`config.mk`:
```
export PLATFORM = sky130hd
export DESIGN_NAME = pixel_fetch
export DESIGN_NICKNAME = d
export VERILOG_FILES = /design/src/rtl/vga_pkg.sv /design/src/rtl/test_bars.sv /design/src/rtl/pixel_fetch.sv
export SDC_FILE = /design/constraint.sdc
export NUM_CORES = 1
export LEC_CHECK = 0
export BUFFER_PORTS_ARGS = -buffer_cell sky130_fd_sc_hd__buf_4
export CORE_ASPECT_RATIO = 0.7
export CORE_MARGIN = 10
export CORE_UTILIZATION = 35
export DETAILED_ROUTE_END_ITERATION = 10
export PLACE_DENSITY = 0.59
export SETUP_SLACK_MARGIN = 0.05
export SLEW_MARGIN = 20
export SYNTH_ARGS = -nofsm -noshare
export SYNTH_HDL_FRONTEND = slang
export SYNTH_HIERARCHICAL = 1
export SYNTH_SLANG_ARGS = --single-unit
export TNS_END_PERCENT = 10
```
`constraint.sdc`:
```
create_clock -name clk -period 3.7 [get_ports clk]
set_input_delay 0.74 -clock clk [delete_from_list [all_inputs] [get_ports clk]]
set_output_delay 0.74 -clock clk [all_outputs]
set_load 0.03 [all_outputs]
```
`src/rtl/vga_pkg.sv`:
```
// Shared VGA constants, colour types and helpers.
//   H_DRAW_MIN / ACTIVE_W / ACTIVE_H : visible 640x480 window geometry
//   FB_W / FB_H / FB_AW               : 320x240 framebuffer and its address width
//   R_*/G_*/B_* bit positions         : RGB332 field layout in a framebuffer byte
//   bar_index / bar_colour            : 8-bar test pattern lookup
//   rgb332_expand                     : RGB332 byte to 12-bit colour
package vga_pkg;

    localparam int unsigned H_DRAW_MIN = 160;
    localparam int unsigned ACTIVE_W   = 640;
    localparam int unsigned ACTIVE_H   = 480;

    localparam int unsigned FB_W  = 320;
    localparam int unsigned FB_H  = 240;
    localparam int unsigned FB_AW = 18;

    localparam int unsigned R_MSB = 7;
    localparam int unsigned R_LSB = 5;
    localparam int unsigned G_MSB = 4;
    localparam int unsigned G_LSB = 2;
    localparam int unsigned B_MSB = 1;
    localparam int unsigned B_LSB = 0;

    localparam int unsigned BAR_W   = 80;
    localparam int unsigned BAR_CNT = 8;

    typedef struct packed {
        logic [3:0] r;
        logic [3:0] g;
        logic [3:0] b;
    } rgb12_t;

    // x_rel / 80 without a divider: highest bar whose left edge is at or below x
    function automatic logic [2:0] bar_index(input logic [9:0] x);
        logic [2:0] idx;
        idx = 3'd0;
        for (int i = 1; i < int'(BAR_CNT); i++) begin
            if (x >= 10'(i * int'(BAR_W))) begin
                idx = 3'(i);
            end
        end
        return idx;
    endfunction

    // White, yellow, cyan, green, magenta, red, blue, black
    function automatic rgb12_t bar_colour(input logic [2:0] idx);
        rgb12_t c;
        case (idx)
            3'd0:    c = '{r: 4'hF, g: 4'hF, b: 4'hF};
            3'd1:    c = '{r: 4'hF, g: 4'hF, b: 4'h0};
            3'd2:    c = '{r: 4'h0, g: 4'hF, b: 4'hF};
            3'd3:    c = '{r: 4'h0, g: 4'hF, b: 4'h0};
            3'd4:    c = '{r: 4'hF, g: 4'h0, b: 4'hF};
            3'd5:    c = '{r: 4'hF, g: 4'h0, b: 4'h0};
            3'd6:    c = '{r: 4'h0, g: 4'h0, b: 4'hF};
            default: c = '{r: 4'h0, g: 4'h0, b: 4'h0};
        endcase
        return c;
    endfunction

    // Replicate the top bits so full-scale 3/2-bit values map to 4'hF
    function automatic rgb12_t rgb332_expand(input logic [7:0] d);
        rgb12_t c;
        c.r = {d[R_MSB:R_LSB], d[R_MSB]};
        c.g = {d[G_MSB:G_LSB], d[G_MSB]};
        c.b = {d[B_MSB:B_LSB], d[B_MSB:B_LSB]};
        return c;
    endfunction

endpackage

```
`src/rtl/test_bars.sv`:
```
// Combinational colour-bar generator.
//   x_rel : horizontal position relative to the first active pixel
//   rgb   : 12-bit bar colour for that position
module test_bars
    import vga_pkg::*;
(
    input  logic [9:0] x_rel,
    output rgb12_t     rgb
);

    always_comb begin
        rgb = bar_colour(bar_index(x_rel));
    end

endmodule

```
`src/rtl/pixel_fetch.sv`:
```
// Two-stage pixel pipeline: framebuffer read (or test bars) to VGA colour,
// with page flipping and a completed-frame counter.
//   clk, rst                   : clock, synchronous active-high reset
//   pix_clk                    : one-clk pixel strobe; pipeline advances on it
//   pix_x, pix_y, h_sync, v_sync, draw_active, screen_end : timing inputs
//   test_en                    : show colour bars instead of framebuffer data
//   swap_req / swap_ack        : page flip request / one-clk flip pulse
//   mem_re, mem_addr, mem_rdata: framebuffer read port (data one clk after re)
//   vga_r/g/b, vga_hs, vga_vs, vga_de : aligned video outputs
//   front_page, frame_cnt      : page being scanned, completed frames
module pixel_fetch
    import vga_pkg::*;
#(
    parameter int unsigned H_DRAW_MIN = vga_pkg::H_DRAW_MIN,
    parameter int unsigned FCNT_W     = 16
) (
    input  logic              clk,
    input  logic              rst,
    input  logic              pix_clk,
    input  logic [9:0]        pix_x,
    input  logic [8:0]        pix_y,
    input  logic              h_sync,
    input  logic              v_sync,
    input  logic              draw_active,
    input  logic              screen_end,
    input  logic              test_en,
    input  logic              swap_req,
    output logic              mem_re,
    output logic [FB_AW-1:0]  mem_addr,
    input  logic [7:0]        mem_rdata,
    output logic [3:0]        vga_r,
    output logic [3:0]        vga_g,
    output logic [3:0]        vga_b,
    output logic              vga_hs,
    output logic              vga_vs,
    output logic              vga_de,
    output logic              front_page,
    output logic              swap_ack,
    output logic [FCNT_W-1:0] frame_cnt
);

    logic [9:0] x_rel;
    logic       pix_valid;

    // Stage 1 state
    logic       s1_valid;
    logic       s1_test;
    logic [9:0] s1_x_rel;
    logic       s1_hs;
    logic       s1_vs;
    logic       s1_de;

    // Read data is caught the clk after mem_re and held for the next strobe
    logic       re_d;
    logic [7:0] rdata_q;

    rgb12_t     bar_rgb;
    rgb12_t     colour_q;

    logic       unused_y_lsb;

    assign x_rel        = pix_x - 10'(H_DRAW_MIN);
    assign pix_valid    = draw_active && (x_rel < 10'(ACTIVE_W));
    assign unused_y_lsb = pix_y[0];

    test_bars u_test_bars (
        .x_rel (s1_x_rel),
        .rgb   (bar_rgb)
    );

    always_ff @(posedge clk) begin
        if (rst) begin
            mem_re     <= 1'b0;
            mem_addr   <= '0;
            s1_valid   <= 1'b0;
            s1_test    <= 1'b0;
            s1_x_rel   <= '0;
            s1_hs      <= 1'b1;
            s1_vs      <= 1'b1;
            s1_de      <= 1'b0;
            re_d       <= 1'b0;
            rdata_q    <= '0;
            colour_q   <= '0;
            vga_hs     <= 1'b1;
            vga_vs     <= 1'b1;
            vga_de     <= 1'b0;
            front_page <= 1'b0;
            swap_ack   <= 1'b0;
            frame_cnt  <= '0;
        end else begin
            mem_re   <= 1'b0;
            swap_ack <= 1'b0;
            re_d     <= mem_re;
            if (re_d) begin
                rdata_q <= mem_rdata;
            end

            if (pix_clk) begin
                // Stage 1: issue read and register position, syncs and mode
                s1_valid <= pix_valid;
                s1_test  <= test_en;
                s1_x_rel <= x_rel;
                s1_hs    <= h_sync;
                s1_vs    <= v_sync;
                s1_de    <= draw_active;
                if (pix_valid && !test_en) begin
                    mem_re   <= 1'b1;
                    mem_addr <= {front_page, pix_y[8:1], x_rel[9:1]};
                end

                // Stage 2: colour and delayed syncs leave together
                vga_hs <= s1_hs;
                vga_vs <= s1_vs;
                vga_de <= s1_de;
                if (!s1_valid) begin
                    colour_q <= '0;
                end else if (s1_test) begin
                    colour_q <= bar_rgb;
                end else begin
                    colour_q <= rgb332_expand(rdata_q);
                end

                if (screen_end) begin
                    frame_cnt <= frame_cnt + FCNT_W'(1);
                    if (swap_req) begin
                        front_page <= ~front_page;
                        swap_ack   <= 1'b1;
                    end
                end
            end
        end
    end

    assign vga_r = colour_q.r;
    assign vga_g = colour_q.g;
    assign vga_b = colour_q.b;

endmodule

```
==> impl_metrics.yaml, run 1 <==
synth:
  synthesis.yosys.warnings: 6
  syn_area_per_cell_um2: 9.21
  synth_cells: 358
  netlist_area_mm2: 0.00330
  syn_nets: 396
clocking:
  clock_sinks: 72
  hold_buffers: 0
  clk-insertion-delay-late_ns: 0.33
  cts-buffers-inserted: 9
  tritoncts: "done"
  cts_repair_resize_count: 0
  worst_setup_hold_path_clk_slew_ns: 0.06
  ctsHtreeMaxLevel: 3
  cts_setup_buffers: 0
  cts-root-to-sink-buffers: 2
  root_buffer: "clkbuf_16"
sta:
  post-route-period-util_pct: 61.2
  max_freq_ghz: 0.441
  number_of_max_slew_violations_in_the_final_report: 0
  period_minus_slack_ns: 2.27
  worst_slew_pin_slew_ns: 0.854
  timing.max_slew.rel_slack_pct: 42.9
  report.final.setup_viol: 0
  timing.final.hold_violations: 0
  final_hold_slack_ns: 0.472
  fin_worst_skew_ns: 0.00737
  rsz_0062_raised_after_global_routing: "false"
  tns_ns: 0
critical_path:
  crit_required_ns: 3.91
  critical_path_buf_inv_count: 1
  cp_slowest_stage_delay_ns: 0.49
  setup.worst_path.start_class: "input port"
  crit_family: "simple AND/OR/NAND/NOR gates"
  critical_path.startpoint: "pix_clk"
  critical-path-slowest-cell: "nor4_2"
  worst_setup_path_end_kind: "flip-flop"
  critical_path.cell_chain: "buf_4 > nand3_1 > nor4_2 > nor3b_1 > mux2_2"
  crit_type: "in2reg"
  worst_r2r_startpoint: "frame_cnt[3]"
  cp_data_arrival_time_ns: 2.48
  cp_max_fo: 27
detailed_routing:
  drcViolationCount: 0
  detail_route.first_pass.iterations: 5
  detailroute.wirelength.met3_um: 622
  wl_met1_um: 3780
  wl_per_cell_um: 14.5
  detail_route.vias_per_cell: 4.75
  detailedRoute.firstIterationViolations: 100
  detail-route-antenna-nets: 0
  top_layer: "met4"
  met2_wirelength_um: 3550
  detailed_route_wire_length_um: 8010
  routed-via-count: 2626
placed_design:
  place.port_buffers: 85
  hpwl_um: 5640
  dpl-instance-area_mm2: 0.00393
  gp_congestion: 0.757
power_and_ir_drop:
  ir_drop_mv: 0.320
  cellLeakagePower_nw: 1.79
  power.density_mw_per_mm2: 476
run_status:
  status: "complete, no violations"
die:
  die_y_um: 101
  start_util_pct: 36.2
  placementRows: 29
  pin_count: 88
  design.die.area_mm2: 0.0138
  fp.coreArea_mm2: 0.00911
  chipWidth_um: 136
cells_and_area:
  drive_gt1_share_pct: 28.4
  flow.area_growth_from_synthesis_pct: 29.9
  finish.utilization_pct: 47.0
  diodes: 0
  final_area_mm2: 0.00428
  num-fill-cells: 880
  layout.nets: 462
min_path:
  min-delay-start: "mem_addr[13]"
  hold_class: "reg2reg"
grt:
  via_count_of_the_first_global_routing_pass: 2698
  grt_pass1_wl_um: 13400
  antenna_found_initial: 0
  grt.total_usage_pct: 12.1
  grt_max_degree: 95
  globalRouteOverflowTotal: 0
flow_run:
  max_cap_violations: 0
-- cell type report --
class,count,area (µm²),share of cell area (%)
Inverter,8,30.0,0.702
Multi-Input combinational cell,247,1650,38.6
Timing Repair Buffer,86,646,15.1
Tap cell,124,155,3.62
Clock buffer,11,253,5.90
Sequential cell,72,1440,33.7
Clock inverter,5,103,2.40
-- power breakdown --
part           switching (mW)  internal, mW  leakage, nW  total, mW
clock                   0.324         0.694        0.172       1.02
sequential             0.0203         0.799        0.585      0.819
combinational           0.108        0.0920         1.04      0.200
-- metrics by stage --
stage,power (mW),worst slack [ns],cells
finish,2.04,1.43,553
global route,2.13,1.21,553
CTS,2.07,1.42,553
detailed placement,1.04,1.06,537
global placement,1.03,1.17,537
floorplan,0.983,1.53,358
-- per-layer routing --
metal / global-route usage (%) / vias up
met4: 4.41 / 0
li1: - / 1335
met1: 15.4 / 1222
met3: 5.19 / 4
met2: 17.8 / 65
met5: 0 / -
-- worst register-to-register path, cell delays in order, from the launching register on --
cell and delay [ns]:
dfxtp_1 0.46, nand4_1 0.18, nor4_2 0.45, nor3b_1 0.37, mux2_2 0.37
-- registers in the layout, summed over array words and instances, names as in the netlist, 4 cells and up --
register and cells:
rdata_q 8, s1_x_rel 6, frame_cnt 16, vga_g 4, vga_b 4, vga_r 4, mem_addr 18
-- worst paths after layout --
path	slack (ns)	to	cells past startpoint
worst max-delay path	1.43	frame_cnt[15]	5
worst min-delay path	0.47	mem_addr[13]	2
worst max register to register	1.76	frame_cnt[15]	4
worst min register to register	0.47	mem_addr[13]	2
-- placed cells by master (no fill, tap or decap), drive strengths merged, types with 2 or more instances in the layout --
cell type,instances
a21oi,8
xor2,9
a211o,4
a221oi,2
mux2,10
buf,86
xnor2,3
a22oi,13
nand3,7
nand2,22
nor4,2
nand4,4
nand2b,37
nor3,2
o21ai,5
a31o,2
and3,2
dfxtp,72
nor2b,12
and2,4
clkbuf,11
ha,2
a211oi,2
inv,8
bufinv,3
mux2i,28
or3,3
and4,3
nor2,49
Note: power is estimated with default switching activity, not from simulation.
==> run 2, diff against run 1 <==
Settings changed: ABC_AREA set to 1, PLACE_DENSITY 0.59 to 0.61.
Clock period 3.7 ns to 1.9 ns, I/O delays scaled along.
==> run 2 against run 1 <==
  * Combinational power is 130% higher
  * Hold slack worse by 0.21 ns
  * Sequential share of layout area fell by 0.22 points
  * Flip-flop and latch count stayed put
  * Total power rose by 92%
  * Critical path type is now reg2reg
==> impl_metrics.yaml, run 2 <==
run_status:
  status: "complete, no violations"
synth:
  synth_cells: 467
  synthesis.yosys.warnings: 6
  netlist_area_mm2: 0.00331
  syn_area_per_cell_um2: 7.08
  syn_nets: 505
flow_run:
  max_cap_violations: 0
clocking:
  ctsHtreeMaxLevel: 3
  cts-root-to-sink-buffers: 2
  root_buffer: "clkbuf_16"
  cts-buffers-inserted: 9
  clock_sinks: 72
  cts_repair_resize_count: 0
  tritoncts: "done"
  clk-insertion-delay-late_ns: 0.33
  cts_setup_buffers: 0
  hold_buffers: 0
  worst_setup_hold_path_clk_slew_ns: 0.06
cells_and_area:
  biggest_regs: "mem_addr (18), frame_cnt (16), rdata_q (8)"
  layout.nets: 575
  flow.area_growth_from_synthesis_pct: 30.2
  diodes: 0
  drive_gt1_share_pct: 23.1
  finish.utilization_pct: 47.1
  max_ffs_per_register: 18
  largest-register: "mem_addr"
  mostFrequentLayoutCells: "112 x nand2_1, 88 x buf_4, 72 x dfxtp_1"
  mostFrequentLayoutCell: "nand2_1"
sta:
  worst_slew_pin_slew_ns: 0.702
  timing.max_slew.rel_slack_pct: 53.1
  timing.final.hold_violations: 0
  fin_worst_skew_ns: 0.00480
  report.final.setup_viol: 0
  period_minus_slack_ns: 1.53
  number_of_max_slew_violations_in_the_final_report: 0
  max_freq_ghz: 0.653
  rsz_0062_raised_after_global_routing: "false"
  post-route-period-util_pct: 80.6
  tns_ns: 0
critical_path:
  crit_type: "reg2reg"
  critical-path-slowest-cell: "dfxtp_1"
  setup.worst_path.start_class: "flip-flop"
  cp_max_fo: 6
  critical_path.cell_chain: "or2_1 > o31ai_1 > inv_1 > a21oi_2 > nand2_1 > nand2_1 > nand2_1 > a21oi_1"
  crit_required_ns: 2.16
  cp_data_arrival_time_ns: 1.79
  cpMostUsedCell: "nand2_1"
  worst_setup_path_end_kind: "flip-flop"
  cp_slowest_stage_delay_ns: 0.36
power_and_ir_drop:
  clock_power_share_pct: 47.0
  pwr-share-comb_pct: 12.0
  cellLeakagePower_nw: 2.02
  netSwitchingFraction_pct: 25.5
  ir_drop_mv: 0.407
  power.density_mw_per_mm2: 907
  cell_internal_pwr_mw: 2.91
  power.net_switching_mw: 0.995
  power_frac_seq_pct: 41.0
placed_design:
  hpwl_um: 6430
  place.port_buffers: 85
  gp_congestion: 0.821
grt:
  globalRouteOverflowTotal: 0
  global_route.usage.met3_pct: 6.53
  antenna_found_initial: 0
  grt.total_usage_pct: 12.9
  grt-busiest-layer: "met2"
  grt_use_met1_pct: 14.8
  via_count_of_the_first_global_routing_pass: 3072
  grt_max_degree: 34
  grt_pass1_wl_um: 14300
  grt_use_met2_pct: 20.5
detailed_routing:
  wl_per_cell_um: 13.0
  drcViolationCount: 0
  detail_route.vias_per_cell: 4.64
  detailed_route_wire_length_um: 8650
  detail_route.first_pass.iterations: 4
  routed-via-count: 3087
  detail-route-antenna-nets: 0
  detailedRoute.firstIterationViolations: 140
min_path:
  hold_class: "in2reg"
die:
  chipWidth_um: 136
  start_util_pct: 36.2
  placementRows: 29
  die_y_um: 101
  design.die.area_mm2: 0.0138
  fp.coreArea_mm2: 0.00914
  pin_count: 88
run 2: per-stage QoR:
stage                     std cells  power [mW]  area [µm²]  setup WS, ns  hold slack [ns]
after floorplan                 467        1.98        3310         0.390            0.429
after global placement          650        2.10        3980         0.186            0.441
after detailed placement        650        2.11        3980         0.102            0.454
after CTS                       666        3.98        4310         0.293            0.249
after global routing            666        4.10        4310         0.179            0.260
final                           666        3.91        4310         0.369            0.262
run 2: critical path, delay by kind of cell (launching register included):
kind / cells / cell delay [ns]
AOI/OAI and AO/OA: 3 / 0.54
buffers and inverters: 1 / 0.08
DFF: 1 / 0.36
and+or+nand+nor: 4 / 0.49
run 2: area by class of cell:
cell class,instances,area (µm²)
flip-flops and latches,72,1440
inverters,45,169
well taps,124,155
multi-input cells,319,1510
clock inverters,7,104
clock buffers,9,225
repair buffers,90,701
fillers,949,4840
run 2: power by group through the flow:
stage | Combinational (mW) | Sequential [mW] | Clock [mW]
global placement | 0.466 | 1.63 | 0
CTS | 0.476 | 1.60 | 1.90
detailed placement | 0.475 | 1.63 | 0
global route | 0.526 | 1.61 | 1.96
floorplan | 0.299 | 1.68 | 0
finish | 0.469 | 1.60 | 1.84
run 2: final timing paths:
path | end | slack, ns | depth (start not counted) | start
setup / recovery | vga_b[3] | 0.37 | 8 | s1_x_rel[7]
hold reg to reg | rdata_q[3] | 0.46 | 2 | rdata_q[3]
hold / removal | s1_x_rel[5] | 0.26 | 2 | pix_x[5]
setup reg to reg | vga_b[3] | 0.37 | 8 | s1_x_rel[7]
run 2: layer usage:
metal / part of all wire, % / routed length (µm)
met4: 0.81 / 70
met3: 8.9 / 766
met5: 0 / 0
met1: 47 / 4060
met2: 43 / 3760
